### src/rtl/vga_sync_decoder_if.sv
// VGA receive bundle: sync/colour inputs from the controller
// and the capture RAM write port plus lock status.
interface vga_sync_decoder_if;
  logic        iHSync;
  logic        iVSync;
  logic        iRed;
  logic        iGreen;
  logic        iBlue;
  logic [15:0] oWriteAddress;
  logic [2:0]  oWriteData;
  logic        oWriteEnable;
  logic        oLocked;
  logic        oHSyncError;
  logic        oVSyncError;
  logic [7:0]  oFrameCount;

  modport master (
    output iHSync, iVSync, iRed, iGreen, iBlue,
    input  oWriteAddress, oWriteData, oWriteEnable,
    input  oLocked, oHSyncError, oVSyncError, oFrameCount
  );

  modport slave (
    input  iHSync, iVSync, iRed, iGreen, iBlue,
    output oWriteAddress, oWriteData, oWriteEnable,
    output oLocked, oHSyncError, oVSyncError, oFrameCount
  );
endinterface

### src/rtl/vga_sync_decoder.sv
// VGA sync decoder: recovers pixel/line position, checks sync timing,
// locks onto the frame and writes the centred window to capture RAM.
module vga_sync_decoder #(
  parameter int H_SYNC         = 96,
  parameter int H_BP           = 48,
  parameter int H_ACTIVE       = 640,
  parameter int H_TOTAL        = 800,
  parameter int V_SYNC         = 2,
  parameter int V_BP           = 29,
  parameter int V_TOTAL        = 521,
  parameter int CLKS_PER_PIXEL = 2,
  parameter int SAMPLE_PHASE   = 1,
  parameter int WIN_X0         = 192,
  parameter int WIN_Y0         = 112,
  parameter int WIN_W          = 256,
  parameter int WIN_H          = 256
) (
  input logic Clock,
  input logic Reset,
  vga_sync_decoder_if.slave vga
);

  localparam int PW =
    (CLKS_PER_PIXEL > 1) ? $clog2(CLKS_PER_PIXEL) : 1;

  localparam logic [PW-1:0] PH_LAST =
    PW'(CLKS_PER_PIXEL - 1);
  localparam logic [PW-1:0] PH_SMP = PW'(SAMPLE_PHASE);

  localparam logic [11:0] HS_CLKS =
    12'(H_SYNC * CLKS_PER_PIXEL);
  localparam logic [11:0] HT_CLKS =
    12'(H_TOTAL * CLKS_PER_PIXEL);
  localparam logic [9:0] VS_L = 10'(V_SYNC);
  localparam logic [9:0] VT_L = 10'(V_TOTAL);

  localparam logic [9:0]  X_OFF = 10'(H_SYNC + H_BP);
  localparam logic [9:0]  Y_OFF = 10'(V_SYNC + V_BP);
  localparam logic [9:0]  WX0   = 10'(WIN_X0);
  localparam logic [9:0]  WY0   = 10'(WIN_Y0);
  localparam logic [10:0] WX1   = 11'(WIN_X0 + WIN_W);
  localparam logic [10:0] WY1   = 11'(WIN_Y0 + WIN_H);
  localparam logic [10:0] XA    = 11'(H_ACTIVE);

  typedef enum logic [1:0] {
    UNLOCKED,
    TRAIN,
    LOCKED
  } state_t;

  state_t state;

  logic          hs_q, vs_q, hs_p, vs_p;
  logic [2:0]    rgb_q;
  logic [PW-1:0] phase;
  logic [9:0]    hcount;
  logic [10:0]   hclk;
  logic [9:0]    vcount;
  logic          h_armed;

  logic        we_q, lock_q, herr_q, verr_q;
  logic [15:0] addr_q;
  logic [2:0]  data_q;
  logic [7:0]  fc_q;

  logic          hs_fall, hs_rise, vs_fall, vs_rise;
  logic [PW-1:0] ph_cur;
  logic          ph_wrap;
  logic [9:0]    hc_cur, vc_inc;
  logic [11:0]   hclk_nx;
  logic          h_err, v_err, err;
  logic [9:0]    x, y;
  logic          x_in, y_in, cap;
  logic [7:0]    xa, ya;

  assign hs_fall = hs_p & ~hs_q;
  assign hs_rise = ~hs_p & hs_q;
  assign vs_fall = vs_p & ~vs_q;
  assign vs_rise = ~vs_p & vs_q;

  // The fall cycle itself is pixel 0, phase 0 of the new line.
  assign ph_cur  = hs_fall ? '0 : phase;
  assign hc_cur  = hs_fall ? '0 : hcount;
  assign ph_wrap = (ph_cur == PH_LAST);
  assign vc_inc  = vcount + {9'd0, hs_fall};
  assign hclk_nx = {1'b0, hclk} + 12'd1;

  assign h_err =
    (hs_rise && hclk_nx != HS_CLKS) ||
    (hs_fall && h_armed && hclk_nx != HT_CLKS);
  assign v_err =
    (vs_rise && vc_inc != VS_L) ||
    (vs_fall && state != UNLOCKED &&
     vc_inc != VT_L);
  assign err = h_err | v_err;

  assign x    = hc_cur - X_OFF;
  assign y    = vcount - Y_OFF;
  assign x_in = (x >= WX0) && ({1'b0, x} < WX1) &&
                ({1'b0, x} < XA);
  assign y_in = (y >= WY0) && ({1'b0, y} < WY1);
  assign xa   = 8'(x - WX0);
  assign ya   = 8'(y - WY0);
  assign cap  = (state == LOCKED) && (ph_cur == PH_SMP) &&
                x_in && y_in && !err;

  always_ff @(posedge Clock or negedge Reset) begin
    if (!Reset) begin
      hs_q   <= 1'b1;
      vs_q   <= 1'b1;
      hs_p   <= 1'b1;
      vs_p   <= 1'b1;
      rgb_q  <= '0;
      phase  <= '0;
      hcount <= '0;
      hclk   <= '0;
      vcount <= '0;
    end else begin
      hs_q   <= vga.iHSync;
      vs_q   <= vga.iVSync;
      hs_p   <= hs_q;
      vs_p   <= vs_q;
      rgb_q  <= {vga.iRed, vga.iGreen, vga.iBlue};
      phase  <= ph_wrap ? '0 : ph_cur + PW'(1);
      hcount <= hc_cur + {9'd0, ph_wrap};
      hclk   <= hs_fall ? '0 :
                (&hclk ? hclk : hclk + 11'd1);
      vcount <= vs_fall ? '0 : vc_inc;
    end
  end

  always_ff @(posedge Clock or negedge Reset) begin
    if (!Reset) begin
      state   <= UNLOCKED;
      h_armed <= 1'b0;
      lock_q  <= 1'b0;
      we_q    <= 1'b0;
      addr_q  <= '0;
      data_q  <= '0;
      herr_q  <= 1'b0;
      verr_q  <= 1'b0;
      fc_q    <= '0;
    end else begin
      herr_q <= h_err;
      verr_q <= v_err;
      we_q   <= cap;
      if (cap) begin
        addr_q <= {ya, xa};
        data_q <= rgb_q;
      end
      if (hs_fall) h_armed <= 1'b1;
      unique case (state)
        UNLOCKED: begin
          if (vs_fall) state <= TRAIN;
        end
        TRAIN: begin
          if (err) begin
            state   <= UNLOCKED;
            h_armed <= 1'b0;
          end else if (vs_fall) begin
            state  <= LOCKED;
            lock_q <= 1'b1;
            fc_q   <= fc_q + 8'd1;
          end
        end
        LOCKED: begin
          if (err) begin
            state   <= UNLOCKED;
            lock_q  <= 1'b0;
            h_armed <= 1'b0;
          end else if (vs_fall) begin
            fc_q <= fc_q + 8'd1;
          end
        end
        default: begin
          state  <= UNLOCKED;
          lock_q <= 1'b0;
        end
      endcase
    end
  end

  assign vga.oWriteEnable  = we_q;
  assign vga.oWriteAddress = addr_q;
  assign vga.oWriteData    = data_q;
  assign vga.oLocked       = lock_q;
  assign vga.oHSyncError   = herr_q;
  assign vga.oVSyncError   = verr_q;
  assign vga.oFrameCount   = fc_q;

endmodule

### src/flat_wrapper.sv
// flat-port wrapper written by rule: the top's interface ports become plain ports
module vga_sync_decoder_flat 
#(
  parameter int H_SYNC         = 96,
  parameter int H_BP           = 48,
  parameter int H_ACTIVE       = 640,
  parameter int H_TOTAL        = 800,
  parameter int V_SYNC         = 2,
  parameter int V_BP           = 29,
  parameter int V_TOTAL        = 521,
  parameter int CLKS_PER_PIXEL = 2,
  parameter int SAMPLE_PHASE   = 1,
  parameter int WIN_X0         = 192,
  parameter int WIN_Y0         = 112,
  parameter int WIN_W          = 256,
  parameter int WIN_H          = 256
)
  (Clock, Reset, vga_iHSync, vga_iVSync, vga_iRed, vga_iGreen, vga_iBlue, vga_oWriteAddress, vga_oWriteData, vga_oWriteEnable, vga_oLocked, vga_oHSyncError, vga_oVSyncError, vga_oFrameCount);
  vga_sync_decoder_if vga_i ();
  input logic Clock;
  input logic Reset;
  input wire logic [$bits(vga_i.iHSync)-1:0] vga_iHSync;
  input wire logic [$bits(vga_i.iVSync)-1:0] vga_iVSync;
  input wire logic [$bits(vga_i.iRed)-1:0] vga_iRed;
  input wire logic [$bits(vga_i.iGreen)-1:0] vga_iGreen;
  input wire logic [$bits(vga_i.iBlue)-1:0] vga_iBlue;
  output wire logic [$bits(vga_i.oWriteAddress)-1:0] vga_oWriteAddress;
  output wire logic [$bits(vga_i.oWriteData)-1:0] vga_oWriteData;
  output wire logic [$bits(vga_i.oWriteEnable)-1:0] vga_oWriteEnable;
  output wire logic [$bits(vga_i.oLocked)-1:0] vga_oLocked;
  output wire logic [$bits(vga_i.oHSyncError)-1:0] vga_oHSyncError;
  output wire logic [$bits(vga_i.oVSyncError)-1:0] vga_oVSyncError;
  output wire logic [$bits(vga_i.oFrameCount)-1:0] vga_oFrameCount;
  assign vga_i.iHSync = vga_iHSync;
  assign vga_i.iVSync = vga_iVSync;
  assign vga_i.iRed = vga_iRed;
  assign vga_i.iGreen = vga_iGreen;
  assign vga_i.iBlue = vga_iBlue;
  assign vga_oWriteAddress = vga_i.oWriteAddress;
  assign vga_oWriteData = vga_i.oWriteData;
  assign vga_oWriteEnable = vga_i.oWriteEnable;
  assign vga_oLocked = vga_i.oLocked;
  assign vga_oHSyncError = vga_i.oHSyncError;
  assign vga_oVSyncError = vga_i.oVSyncError;
  assign vga_oFrameCount = vga_i.oFrameCount;
  vga_sync_decoder #(.H_SYNC(H_SYNC), .H_BP(H_BP), .H_ACTIVE(H_ACTIVE), .H_TOTAL(H_TOTAL), .V_SYNC(V_SYNC), .V_BP(V_BP), .V_TOTAL(V_TOTAL), .CLKS_PER_PIXEL(CLKS_PER_PIXEL), .SAMPLE_PHASE(SAMPLE_PHASE), .WIN_X0(WIN_X0), .WIN_Y0(WIN_Y0), .WIN_W(WIN_W), .WIN_H(WIN_H)) u_core (.Clock(Clock), .Reset(Reset), .vga(vga_i));
endmodule
### config.mk
export PLATFORM = sky130hd
export DESIGN_NAME = vga_sync_decoder_flat
export DESIGN_NICKNAME = d
export VERILOG_FILES = /design/src/rtl/vga_sync_decoder_if.sv /design/src/rtl/vga_sync_decoder.sv /design/src/flat_wrapper.sv
export SDC_FILE = /design/constraint.sdc
export NUM_CORES = 1
export LEC_CHECK = 0
export CORE_ASPECT_RATIO = 0.6
export CORE_UTILIZATION = 51
export DETAILED_ROUTE_END_ITERATION = 10
export HOLD_SLACK_MARGIN = 0.1
export MAX_ROUTING_LAYER = met4
export PLACE_DENSITY = 0.75
export SYNTH_ARGS = -nofsm -noshare
export SYNTH_HDL_FRONTEND = slang
export SYNTH_SLANG_ARGS = --single-unit
### constraint.sdc
create_clock -name Clock -period 3.83 [get_ports Clock]
set_input_delay 0.383 -clock Clock [delete_from_list [all_inputs] [get_ports Clock]]
set_output_delay 0.383 -clock Clock [all_outputs]
set_load 0.05 [all_outputs]
* After elaboration in Yosys (flattened, before gate mapping)
Index checks and enable logic that the tools add are counted.
** Storage, ports and cells
- Bits in registers :: 73
- Latch bits :: 0
- Bits in writable memories :: 0
- ROM bits :: 0
- Bits of input ports :: 7
- Output and inout bits :: 31
- Logic and storage cells :: 97
- Memories kept :: 0
** Operators by class
- Add/subtract/negate cells :: 10
- $mul :: 0
- Divide/modulo/power cells :: 0
- Order comparisons :: 5
- Eq/ne operators :: 12
- Shift-type cells :: 0
- Multiplexer cells :: 18
- Bitwise logic cells :: 11
- Reduce and logical (&&, ||, !) cells :: 23
** Operator list (count)
- $mux 11 :: 2
- $add 10x1->10 :: 2
- $lt 10x9->1 const B :: 2
- $mux 10 :: 2
- $logic_and 1x1->1 :: 13
- $add 11x1->12 const B :: 1
- $ne 12x11->1 const B :: 1
- $ne 12x8->1 const B :: 1
- $add 11x1->11 const B :: 1
- $reduce_and 11->1 :: 1
- $ge 10x7->1 const B :: 1
- $ge 10x8->1 const B :: 1
- $lt 10x10->1 const B :: 1
- $ne 10x10->1 const B :: 1
- $ne 10x2->1 const B :: 1
- $sub 10x5->10 const B :: 1
- $sub 10x8->10 const B :: 1
- $add 8x1->8 const B :: 1
- $mux 1 :: 8
- $mux 2 :: 4
- $ne 2x1->1 const B :: 4
- $sub 8x7->8 const B :: 1
- $sub 8x8->8 const B :: 1
- $not 1->1 :: 6
- other kinds (16) :: 21

* Logic depth before layout (Yosys ltp)
- Depth after elaboration :: 10
- Gate-level depth with buffers :: 15

* Worst setup path before layout
OpenSTA, ideal clock, no wires.
- Path kind :: reg-to-reg
- Start point :: register u_core.hs_q
- End point :: register u_core.addr_q[0], in the netlist u_core.vga.oWriteAddress[0]
- Data arrival time :: 2.970 ns
- Path slack :: 0.735 ns
- Stages on the path, launching flop included :: 16
- Buffers on the path :: 3
- Period minus slack after synthesis :: 3.095 ns
- Cells stage by stage :: dfstp_2 nand2b_1 clkbuf_2 clkbuf_1 nand2_1 ha_1 xnor2_1 ha_1 nor2b_1 o22ai_1 a21oi_1 a31oi_1 o21ai_0 nand3_2 buf_6 mux2_4
** On the way
- Cells in the longest elaborated chain, start to end :: 10
- Elaborated cells on any way between the ends :: 28
- Classes of those cells :: add/sub (3); order compare (3); eq/ne (2); mux (2); bitwise (4); reduce/logical (14)
** Ends and longest elaborated chain
- start, declared :: RTL line vga_sync_decoder.sv:53 : logic hs_q, vs_q, hs_p, vs_p;
- start signal, assigned :: RTL line vga_sync_decoder.sv:119 : hs_q <= vga.iHSync;
- $not 1->1 :: RTL line vga_sync_decoder.sv:76 : assign hs_fall = hs_p & ~hs_q;
- $and 1x1->1 :: RTL line vga_sync_decoder.sv:76
- $mux 10 :: RTL line vga_sync_decoder.sv:83 : assign hc_cur = hs_fall ? '0 : hcount;
- $sub 10x8->10 :: RTL line vga_sync_decoder.sv:97 : assign x = hc_cur - X_OFF;
- $ge 10x8->1 / $lt 10x9->1 (equally long branches) :: RTL line vga_sync_decoder.sv:99 : assign x_in = (x >= WX0) && ({1'b0, x} < WX1) &&
- $logic_and 1x1->1 (2 in a row) :: RTL line vga_sync_decoder.sv:99
- $logic_and 1x1->1 :: RTL line vga_sync_decoder.sv:104 : assign cap = (state == LOCKED) && (ph_cur == PH_SMP) &&
- $logic_and 1x1->1 (2 in a row) :: RTL line vga_sync_decoder.sv:105 : x_in && y_in && !err;
- end signal, assigned :: RTL line vga_sync_decoder.sv:148 : addr_q <= {ya, xa};
- end, declared :: RTL line vga_sync_decoder.sv:62 : logic [15:0] addr_q;
Several ways; a longest one is shown, not always the timed one.
A chain may end at the register's enable or synchronous reset.

* Worst setup path in the final report
- Start point :: register u_core.vcount[0]
- End point :: register u_core.addr_q[14], in the netlist u_core.vga.oWriteAddress[14]
** On the way
- Cells in the longest elaborated chain, start to end :: 7
- Elaborated cells on any way between the ends :: 15
- Classes of those cells :: add/sub (3); order compare (2); eq/ne (2); bitwise (1); reduce/logical (7)
** Ends and longest elaborated chain
- start, declared :: RTL line vga_sync_decoder.sv:58 : logic [9:0] vcount;
- start signal, assigned :: RTL line vga_sync_decoder.sv:128 : vcount <= vs_fall ? '0 : vc_inc;
- parallel branches: the longest is 7 deep, another holds $sub 10x5->10
Several ways; the timed one is not identified.

==> flow_summary.json <==
{
  "yosys_warnings": 0,
  "root_buffer": "clkbuf_16",
  "cts_inserted_buffers": 9,
  "die_h_um": 69.8,
  "synthArstFlopShare_pct": 100,
  "skew_ns": 0.00541,
  "dieWidth_um": 115,
  "gr-usage-all-layers_pct": 22.8,
  "crit_fanout": 20,
  "h-tree-depth": 3,
  "placed_area_um2": 4340,
  "core_um2": 7330,
  "max_cap_viol_count": 0,
  "irDropWorstVdd_uv": 418,
  "core.rowCount": 24,
  "io_pins": 38,
  "tightest_slew_ns": 0.861,
  "final.fill_count": 617,
  "hold_ws_ns": 0.385,
  "critPathRequiredTime_ns": 4.05,
  "nets": 432,
  "grt_overflow": 0,
  "synth-seq-cells": 73,
  "fmax_mhz": 307,
  "cts_tree": "yes",
  "clkTransAtPathRegs_ns": 0.06,
  "critPathLaunchType": "flip-flop",
  "cts_resized": 0,
  "gp_congestion": 0.894,
  "worstPathArrival_ns": 3.48,
  "synthCells": 378,
  "setup_viol_count_final": 0,
  "synth_edf_count": 0,
  "synth_area_um2": 3900,
  "initial_core_util_pct": 53.3,
  "status": "finished, final reports clean",
  "io_buffers": 37,
  "num_vias": 2866,
  "rsz0062_at_grt": "no",
  "cts_buffer_depth": 2,
  "postCtsSetupBuffers": 0,
  "path_class": "reg -> reg",
  "power_density_nw_per_um2": 483,
  "wl_per_cell_um": 15.4,
  "initialDrtViolationCount": 196,
  "finalCritPeriodShare_pct": 85.1,
  "vias_per_cell": 5.50,
  "synthesis.nets": 398,
  "ys_types": 58,
  "die-area_um2": 8020,
  "cts_sinks": 73,
  "grt_first_pass_wirelength_um": 13500,
  "dp_hpwl_um": 5690,
  "clk_latency_ns": 0.33,
  "drc": 0,
  "grt_max_degree": 35,
  "synthToLayoutAreaGrowth_pct": 19.7,
  "syn_area_per_cell_um2": 10.3,
  "end_kind": "flip-flop",
  "post-route-min-period_ns": 3.26,
  "synth_ff_type": "dfrtp_1",
  "antenna_found_initial": 0,
  "first_pass_iters": 4,
  "slew_headroom_pct": 42.5,
  "routed_wl_um": 8020,
  "hold_path.class": "reg -> reg",
  "first_global_vias": 2720,
  "hold_violations": 0,
  "antenna_cells": 0,
  "leakage_uw": 0.00209,
  "fin_area_um2": 4670,
  "ys_seq_area_share_pct": 46.9,
  "final_common_cell": "dfrtp_1",
  "slew_viol_final": 0,
  "postRouteAntennaNets": 0,
  "drive_above_1_share_pct": 10.6,
  "setup_tns_ns": 0,
  "final_cell_mix": "dfrtp_1 (69), clkdlybuf4s50_1 (36), nor2_1 (27)"
}
-- logic make-up after synthesis --
logic type      share of synthesized area (%)
mux                                      7.86
simple gates                             17.9
buf+inv                                  4.26
fa+ha+maj                                4.17
xor+xnor                                 8.53
compound gates                           10.4
flops                                    46.9
-- through the flow --
stage / cells / utilization (%) / worst slack (ns) / power [µW]
floorplan: 378 / - / 0.735 / 1230
global placement: 504 / 59.3 / 0.766 / 1360
global route: 521 / 63.8 / 0.392 / 2380
CTS: 521 / 63.8 / 0.593 / 2270
detailed placement: 504 / 59.3 / 0.602 / 1370
finish: 521 / 63.8 / 0.570 / 2260
-- final timing paths --
kind / to / cells past startpoint / slack, ns / startpoint
hold / removal: u_core.vs_p / 0 / 0.38 / u_core.vs_q
setup reg to reg: u_core.vga.oWriteAddress[14] / 12 / 0.57 / u_core.vcount[0]
hold reg to reg: u_core.vs_p / 0 / 0.38 / u_core.vs_q
min in group asynchronous: u_core.vga.oWriteAddress[1] / 2 / 0.56 / Reset
setup / recovery: u_core.vga.oWriteAddress[14] / 12 / 0.57 / u_core.vcount[0]
max in group asynchronous: u_core.vs_p / 3 / 2.42 / Reset
-- timing repair --
item | 4_1_cts | 5_1_grt
endpoints found under the hold margin | 20 | 0
endpoints found under the setup margin | 0 | 0
hold buffers | 1 | 0
-- area by class of cell --
cell class	instances	area (µm²)	area share (%)
multi-input cells	267	1900	40.7
flip-flops and latches	73	1830	39.2
repair buffers	45	428	9.16
clock buffers	10	229	4.90
well taps	104	130	2.78
clock inverters	6	90.1	1.93
inverters	16	60.1	1.29
-- per-layer routing --
layer | track usage, % | part of all wire (%) | wire, µm
met3 | 6.73 | 5.7 | 460
met4 | 6.78 | 1.2 | 93
met1 | 34.6 | 51 | 4100
met5 | - | 0 | 0
met2 | 28.9 | 42 | 3360
-- synth_stat cells, drive strengths merged, types with 2 or more instances --
master | number | share of area [%]
a211oi | 4 | 0.77
a21oi | 14 | 1.8
a22oi | 2 | 0.51
a31oi | 4 | 0.64
and2 | 8 | 1.3
and3 | 7 | 1.1
and4 | 3 | 0.67
buf | 8 | 1.3
clkbuf | 14 | 1.4
dfrtp | 69 | 44
dfstp | 4 | 2.7
ha | 13 | 4.2
inv | 16 | 1.5
mux2 | 14 | 5.3
mux2i | 10 | 2.6
nand2 | 26 | 2.5
nand2b | 6 | 0.96
nand3 | 17 | 2.3
nand3b | 3 | 0.58
nand4 | 11 | 1.8
nand4b | 2 | 0.45
nor2 | 27 | 2.6
nor2b | 6 | 0.96
nor3 | 4 | 0.51
nor3b | 2 | 0.38
nor4 | 5 | 0.80
o2111ai | 2 | 0.45
o21a | 4 | 0.77
o21ai | 13 | 1.7
o31a | 2 | 0.45
or3 | 3 | 0.48
xnor2 | 24 | 5.4
xor2 | 14 | 3.1
-- registers in the layout, indices dropped and copies added (netlist names), 2 cells and up --
| name | flops |
|---|---|
| u_core.state | 2 |
| u_core.vga.oWriteAddress | 16 |
| u_core.vga.oFrameCount | 8 |
| u_core.vga.oWriteData | 3 |
| u_core.vcount | 10 |
| u_core.hcount | 10 |
| u_core.hclk | 11 |
| u_core.rgb_q | 3 |
-- power breakdown --
group	internal [µW]	total [µW]	switching, µW
sequential	853	937	84.1
combinational	168	425	257
clock	572	894	322
-- critical path: stages, from the launching register on --
cell and delay (ns):
dfrtp_1 0.51, nand3_1 0.36, nor2_1 0.28, xnor2_1 0.09, ha_1 0.24, a21oi_1 0.16
a21oi_1 0.06, a211oi_1 0.34, xnor2_1 0.12, nor2_1 0.29, nand3_2 0.11, buf_4 0.25
mux2_4 0.33
No activity file was read; power rests on OpenSTA's default activity.
